`config.mk`:
```
export PLATFORM = sky130hd
export DESIGN_NAME = store_rmw_unit_flat
export DESIGN_NICKNAME = d
export VERILOG_FILES = /design/src/rtl/sru_pkg.sv /design/src/rtl/store_rmw_unit_if.sv /design/src/rtl/store_lane_merge.sv /design/src/rtl/store_rmw_unit.sv /design/src/flat_wrapper.sv
export SDC_FILE = /design/constraint.sdc
export NUM_CORES = 1
export LEC_CHECK = 0
export BUFFER_PORTS_ARGS = -buffer_cell sky130_fd_sc_hd__buf_2
export CORE_MARGIN = 5
export CORE_UTILIZATION = 45
export CTS_BUF_LIST = sky130_fd_sc_hd__clkbuf_4 sky130_fd_sc_hd__clkbuf_8
export DETAILED_ROUTE_END_ITERATION = 12
export PLACE_DENSITY = 0.73
export REMOVE_ABC_BUFFERS = 1
export SYNTH_ARGS = -nofsm -noshare
export SYNTH_HDL_FRONTEND = slang
export SYNTH_HIERARCHICAL = 1
export SYNTH_SLANG_ARGS = --single-unit
```
`constraint.sdc`:
```
create_clock -name I_SRU_clk -period 2 [get_ports I_SRU_clk]
set_input_delay 0.4 -clock I_SRU_clk [delete_from_list [all_inputs] [get_ports I_SRU_clk]]
set_output_delay 0.4 -clock I_SRU_clk [all_outputs]
set_load 0.1 [all_outputs]
```
`src/rtl/sru_pkg.sv`:
```
// Shared definitions for the store read-modify-write path: access sizes
// (same encoding as the load path), FSM states and request legality.
package sru_pkg;

  localparam int ADDR_W = 32;

  localparam logic [1:0] W = 2'b00;
  localparam logic [1:0] H = 2'b01;
  localparam logic [1:0] B = 2'b10;

  typedef enum logic [1:0] {
    IDLE  = 2'd0,
    READ  = 2'd1,
    WRITE = 2'd2,
    DONE  = 2'd3
  } sru_state_t;

  // Illegal size, or an access that is not naturally aligned for its size.
  function automatic logic bad_req(input logic [1:0] size, input logic [1:0] lane);
    return (size == 2'b11) || ((size == H) && lane[0]) || ((size == W) && (lane != 2'b00));
  endfunction

endpackage

```
`src/rtl/store_rmw_unit_if.sv`:
```
// Request-side and memory-side signals of the store read-modify-write unit.
// Handshakes: the requester raises req and holds it until it sees the one-cycle
// done pulse (req is sampled only while idle). Towards memory, rd or wr stays
// high with stable mem_addr/mem_wdata until a cycle in which ack is high;
// that cycle completes the access. ack is ignored while no strobe is high.
interface store_rmw_unit_if;
  import sru_pkg::*;

  logic              I_SRU_req;
  logic [ADDR_W-1:0] I_SRU_addr;
  logic [31:0]       I_SRU_data;
  logic [1:0]        I_SRU_size;
  logic              O_SRU_busy;
  logic              O_SRU_done;
  logic              O_SRU_err;
  logic [ADDR_W-1:0] O_SRU_mem_addr;
  logic              O_SRU_mem_rd;
  logic              O_SRU_mem_wr;
  logic [31:0]       O_SRU_mem_wdata;
  logic [31:0]       I_SRU_mem_rdata;
  logic              I_SRU_mem_ack;
  sru_state_t        state_dbg;

  modport slave (
    input  I_SRU_req, I_SRU_addr, I_SRU_data, I_SRU_size, I_SRU_mem_rdata, I_SRU_mem_ack,
    output O_SRU_busy, O_SRU_done, O_SRU_err, O_SRU_mem_addr, O_SRU_mem_rd,
           O_SRU_mem_wr, O_SRU_mem_wdata, state_dbg
  );

  modport master (
    output I_SRU_req, I_SRU_addr, I_SRU_data, I_SRU_size, I_SRU_mem_rdata, I_SRU_mem_ack,
    input  O_SRU_busy, O_SRU_done, O_SRU_err, O_SRU_mem_addr, O_SRU_mem_rd,
           O_SRU_mem_wr, O_SRU_mem_wdata, state_dbg
  );

endinterface

```
`src/rtl/store_lane_merge.sv`:
```
// Replaces the addressed little-endian byte/halfword lane of an old memory
// word with right-justified store data; word size passes the data through.
module store_lane_merge
  import sru_pkg::*;
(
  input  logic [31:0] old_word,
  input  logic [31:0] data,
  input  logic [1:0]  size,
  input  logic [1:0]  lane,
  output logic [31:0] merged
);

  always_comb begin
    merged = old_word;
    case (size)
      W:       merged = data;
      H:       merged[{lane[1], 4'b0000} +: 16] = data[15:0];
      B:       merged[{lane, 3'b000} +: 8] = data[7:0];
      default: merged = old_word;
    endcase
  end

endmodule

```
`src/rtl/store_rmw_unit.sv`:
```
// Store unit for a word-only data memory: word stores write directly,
// halfword/byte stores read the word, merge the lane(s) and write it back.
module store_rmw_unit
  import sru_pkg::*;
(
  input  logic           I_SRU_clk,
  input  logic           I_SRU_rst_n,
  store_rmw_unit_if.slave bus
);

  sru_state_t        state, state_nxt;
  logic [ADDR_W-1:0] addr_q;
  logic [31:0]       data_q;
  logic [31:0]       word_q;
  logic [31:0]       merged;
  logic [1:0]        size_q;
  logic              err_q;
  logic              take_req;
  logic              take_rd;
  logic              req_bad;

  assign req_bad = bad_req(bus.I_SRU_size, bus.I_SRU_addr[1:0]);

  store_lane_merge u_merge (
    .old_word (bus.I_SRU_mem_rdata),
    .data     (data_q),
    .size     (size_q),
    .lane     (addr_q[1:0]),
    .merged   (merged)
  );

  always_comb begin
    state_nxt = state;
    take_req  = 1'b0;
    take_rd   = 1'b0;
    case (state)
      IDLE: begin
        if (bus.I_SRU_req) begin
          take_req = 1'b1;
          if (req_bad)                 state_nxt = DONE;
          else if (bus.I_SRU_size == W) state_nxt = WRITE;
          else                         state_nxt = READ;
        end
      end
      READ: begin
        if (bus.I_SRU_mem_ack) begin
          take_rd   = 1'b1;
          state_nxt = WRITE;
        end
      end
      WRITE:   if (bus.I_SRU_mem_ack) state_nxt = DONE;
      DONE:    state_nxt = IDLE;
      default: state_nxt = IDLE;
    endcase
  end

  always_ff @(posedge I_SRU_clk or negedge I_SRU_rst_n) begin
    if (!I_SRU_rst_n) state <= IDLE;
    else              state <= state_nxt;
  end

  // word_q doubles as the direct write data for word stores.
  always_ff @(posedge I_SRU_clk or negedge I_SRU_rst_n) begin
    if (!I_SRU_rst_n) begin
      addr_q <= '0;
      data_q <= '0;
      size_q <= '0;
      err_q  <= 1'b0;
      word_q <= '0;
    end else begin
      if (take_req) begin
        addr_q <= bus.I_SRU_addr;
        data_q <= bus.I_SRU_data;
        size_q <= bus.I_SRU_size;
        err_q  <= req_bad;
        word_q <= bus.I_SRU_data;
      end
      if (take_rd) word_q <= merged;
    end
  end

  assign bus.O_SRU_busy      = (state != IDLE);
  assign bus.O_SRU_done      = (state == DONE);
  assign bus.O_SRU_err       = (state == DONE) && err_q;
  assign bus.O_SRU_mem_rd    = (state == READ);
  assign bus.O_SRU_mem_wr    = (state == WRITE);
  assign bus.O_SRU_mem_addr  = {addr_q[ADDR_W-1:2], 2'b00};
  assign bus.O_SRU_mem_wdata = word_q;
  assign bus.state_dbg       = state;

endmodule

```
`src/flat_wrapper.sv`:
```
// flat-port wrapper written by rule: the top's interface ports become plain ports
module store_rmw_unit_flat import sru_pkg::*;
  (I_SRU_clk, I_SRU_rst_n, bus_I_SRU_req, bus_I_SRU_addr, bus_I_SRU_data, bus_I_SRU_size, bus_I_SRU_mem_rdata, bus_I_SRU_mem_ack, bus_O_SRU_busy, bus_O_SRU_done, bus_O_SRU_err, bus_O_SRU_mem_addr, bus_O_SRU_mem_rd, bus_O_SRU_mem_wr, bus_O_SRU_mem_wdata, bus_state_dbg);
  store_rmw_unit_if bus_i ();
  input  logic I_SRU_clk;
  input  logic I_SRU_rst_n;
  input wire logic [$bits(bus_i.I_SRU_req)-1:0] bus_I_SRU_req;
  input wire logic [$bits(bus_i.I_SRU_addr)-1:0] bus_I_SRU_addr;
  input wire logic [$bits(bus_i.I_SRU_data)-1:0] bus_I_SRU_data;
  input wire logic [$bits(bus_i.I_SRU_size)-1:0] bus_I_SRU_size;
  input wire logic [$bits(bus_i.I_SRU_mem_rdata)-1:0] bus_I_SRU_mem_rdata;
  input wire logic [$bits(bus_i.I_SRU_mem_ack)-1:0] bus_I_SRU_mem_ack;
  output wire logic [$bits(bus_i.O_SRU_busy)-1:0] bus_O_SRU_busy;
  output wire logic [$bits(bus_i.O_SRU_done)-1:0] bus_O_SRU_done;
  output wire logic [$bits(bus_i.O_SRU_err)-1:0] bus_O_SRU_err;
  output wire logic [$bits(bus_i.O_SRU_mem_addr)-1:0] bus_O_SRU_mem_addr;
  output wire logic [$bits(bus_i.O_SRU_mem_rd)-1:0] bus_O_SRU_mem_rd;
  output wire logic [$bits(bus_i.O_SRU_mem_wr)-1:0] bus_O_SRU_mem_wr;
  output wire logic [$bits(bus_i.O_SRU_mem_wdata)-1:0] bus_O_SRU_mem_wdata;
  output wire logic [$bits(bus_i.state_dbg)-1:0] bus_state_dbg;
  assign bus_i.I_SRU_req = bus_I_SRU_req;
  assign bus_i.I_SRU_addr = bus_I_SRU_addr;
  assign bus_i.I_SRU_data = bus_I_SRU_data;
  assign bus_i.I_SRU_size = bus_I_SRU_size;
  assign bus_i.I_SRU_mem_rdata = bus_I_SRU_mem_rdata;
  assign bus_i.I_SRU_mem_ack = bus_I_SRU_mem_ack;
  assign bus_O_SRU_busy = bus_i.O_SRU_busy;
  assign bus_O_SRU_done = bus_i.O_SRU_done;
  assign bus_O_SRU_err = bus_i.O_SRU_err;
  assign bus_O_SRU_mem_addr = bus_i.O_SRU_mem_addr;
  assign bus_O_SRU_mem_rd = bus_i.O_SRU_mem_rd;
  assign bus_O_SRU_mem_wr = bus_i.O_SRU_mem_wr;
  assign bus_O_SRU_mem_wdata = bus_i.O_SRU_mem_wdata;
  assign bus_state_dbg = bus_i.state_dbg;
  store_rmw_unit u_core (.I_SRU_clk(I_SRU_clk), .I_SRU_rst_n(I_SRU_rst_n), .bus(bus_i));
endmodule
```
==> flow_metrics.env <==
export IMPL_synth_main_ff_cell="dfrtp_1"
export IMPL_path_max_fanout=4
export IMPL_routedWlPerCell_um=17.80
export IMPL_h_tree_depth=3
export IMPL_highest_layer="met5"
export IMPL_cp_start_kind="flip-flop"
export IMPL_fin_crit_sh_pct=96.89
export IMPL_finalNonFillerCells=819
export IMPL_seq_area_frac_synth_pct=44.81
export IMPL_clock_latency_ns=0.37
export IMPL_dr_wl_met3_um=1447
export IMPL_setup_violations=0
export IMPL_critPathKind="reg2reg"
export IMPL_critPathTopFamily="compound AO/OA/AOI/OAI gates"
export IMPL_hold_viol=0
export IMPL_clkSinkCount=101
export IMPL_io_pins=173
export IMPL_overflow=0
export IMPL_worst_slew_pin_slew_ns=0.5195
export IMPL_drt_met1_wl_um=5797
export IMPL_seq_area_um2=2527
export IMPL_drive_gt1_share_pct=44.70
export IMPL_synth_edf_count=0
export IMPL_cp_cell_sequence="inv_1, ha_2, nor4bb_4, buf_4, a32o_1, a221o_1, nand2_1, o21ai_0"
export IMPL_hp_class="in2reg"
export IMPL_cts_root_buf="clkbuf_8"
export IMPL_outcome="complete, no violations"
export IMPL_rows=40
export IMPL_core_region_area_um2=12160
export IMPL_worstSetupEndpointType="flip-flop"
export IMPL_synth_async_reset_ratio_pct=100.0
export IMPL_cts_buffers=9
export IMPL_ys_warn_count=6
export IMPL_crit_buf_inv=2
export IMPL_layout_commonest_cell="buf_2"
export IMPL_synth_cell_types=49
export IMPL_io_buffers=170
export IMPL_clk_path_buf_depth=2
export IMPL_drc=0
export IMPL_met2_length_um=7255
export IMPL_ant_nets=0
export IMPL_routabilityCongestion=0.8491
export IMPL_ys_seq_elements=101
export IMPL_first_global_vias=4538
export IMPL_dieHeight_um=122.0
export IMPL_hpwl_um=10870
export IMPL_firstDrtPassIters=4
export IMPL_clk_pin_slew_ns=0.10
export IMPL_dieArea_um2=14870
export IMPL_netlist_area_um2=5640
export IMPL_cp_slowest_cell="dfrtp_1"
export IMPL_diodes=0
export IMPL_drv_cap=0
export IMPL_syn_instance_count=507
export IMPL_initial_core_util_pct=46.38
export IMPL_routed_wl_um=14580
export IMPL_finalNetCount=759
export IMPL_layout_common_cells="165 x buf_2, 101 x dfrtp_1, 67 x mux2_2"
export IMPL_grt_pass1_wl_um=23180
export IMPL_grt_max_degree=65
export IMPL_syn2layout_area_growth_pct=17.70
export IMPL_arrival_ns=2.18
export IMPL_placed_area_um2=6411
export IMPL_tns_ns=0
export IMPL_detail_route_vias_per_cell=5.379
export IMPL_critPathMaxStageDelay_ns=0.39
export IMPL_stdcell_area_um2=6639
export IMPL_tritoncts="done"
export IMPL_crit_required_ns=2.24
export IMPL_max_slew_margin_rel_pct=65.61
export IMPL_dp_cells=800
export IMPL_fin_skew_ns=0.01335
export IMPL_fin_util_pct=54.59
export IMPL_num_fill_cells=1074
export IMPL_period_minus_slack_ns=1.938
export IMPL_grtUsageTotal_pct=19.90
export IMPL_avgSynthCellArea_um2=11.13
export IMPL_drt_initial_drc_count=263
export IMPL_multi_input_area_um2=2592
export IMPL_num_vias=4405
export IMPL_max_freq_ghz=0.5161
export IMPL_antenna_found_initial=1
export IMPL_dieWidth_um=122.0
export IMPL_slew_violations=0
## path summary, 6_finish.rpt
path	from	endpoint	slack [ns]	cells past startpoint
worst max-delay path	u_core/addr_q[1]	u_core/bus.O_SRU_mem_wdata[29]	0.06	8
worst min-delay path	bus_I_SRU_addr[4]	u_core/addr_q[4]	0.25	2
worst max register to register	u_core/addr_q[1]	u_core/bus.O_SRU_mem_wdata[29]	0.06	8
worst min register to register	u_core/err_q	u_core/err_q	0.50	2
max in group asynchronous	I_SRU_rst_n	u_core/bus.state_dbg[0]	0.92	3
min in group asynchronous	I_SRU_rst_n	u_core/addr_q[2]	0.52	2
## worst reg2reg max path: cells and delay by family, from the launching register on
family / cells / cell delay [ns]
AOI/OAI and AO/OA: 3 / 0.67
adders and majority gates: 1 / 0.39
buffers and inverters: 2 / 0.25
and+or+nand+nor: 2 / 0.12
DFF: 1 / 0.39
## layout make-up
type	count	area share, %
clock buffers	10	1.979
well taps	168	3.166
inverters	17	0.9612
flip-flops and latches	101	38.07
multi-input cells	329	39.05
clock inverters	5	0.5842
repair buffers	189	16.19
## registers in the layout, indices dropped and copies added, names as in the netlist
| signal | cells |
|---|---|
| u_core/size_q | 2 |
| u_core/bus.state_dbg | 2 |
| u_core/data_q | 32 |
| u_core/err_q | 1 |
| u_core/bus.O_SRU_mem_wdata | 32 |
| u_core/addr_q | 32 |
## logic make-up (layout without fill, tap and decap cells)
logic type,after synthesis,count (layout),share of synthesized area [%]
AOI/OAI and AO/OA,128,128,15.42
DFF,101,101,44.81
muxes,100,100,19.23
and+or+nand+nor,89,89,8.740
buffers and inverters,78,221,9.516
adders and majority gates,10,10,2.218
other,1,2,0.06648
## routing by layer
| metal | vias to the layer above | GRT usage, % |
|---|---|---|
| met5 | - | 0 |
| met4 | 2 | 5.392 |
| met3 | 6 | 8.171 |
| met2 | 183 | 32.67 |
| met1 | 2117 | 24.29 |
| li1 | 2097 | - |
## timing repair
item,4_1_cts,5_1_grt
setup endpoints to repair,2,19
setup buffers,0,3
gates resized for setup,2,6
endpoints found under the hold margin,29,0
pin swaps,0,1
hold buffers,1,0
## cells in the mapped netlist (2+ instances only)
master / number / area [um^2]
dfrtp_1: 101 / 2527
mux2_2: 67 / 754.5
nand2_1: 41 / 153.9
o21ai_0: 41 / 205.2
buf_4: 33 / 247.7
mux2i_1: 33 / 330.3
a21oi_1: 22 / 110.1
inv_1: 16 / 60.06
nand2b_1: 15 / 93.84
buf_6: 13 / 146.4
nand3_1: 12 / 60.06
o22ai_1: 12 / 75.07
ha_1: 10 / 125.1
a22oi_1: 8 / 60.06
a32oi_1: 8 / 70.07
a221o_1: 7 / 70.07
a32o_1: 7 / 70.07
buf_2: 7 / 35.03
a221o_2: 5 / 56.30
clkbuf_1: 5 / 18.77
o2bb2ai_1: 5 / 43.79
o221ai_1: 4 / 35.03
nor2_1: 3 / 11.26
nor2b_1: 3 / 18.77
a21o_1: 2 / 15.01
a21oi_2: 2 / 17.52
and2_1: 2 / 12.51
nor4bb_4: 2 / 50.05
## per-stage QoR
stage               hold WS, ns  setup WS, ns
floorplan                0.1044        -1.399
global placement         0.3478        0.1653
detailed placement       0.3571       0.06168
CTS                      0.2268      0.007633
global route             0.2201     -0.009379
finish                   0.2484       0.06228
Power is not shown: default switching activity piles up to over one toggle a cycle in this logic, so the estimate is an artifact.
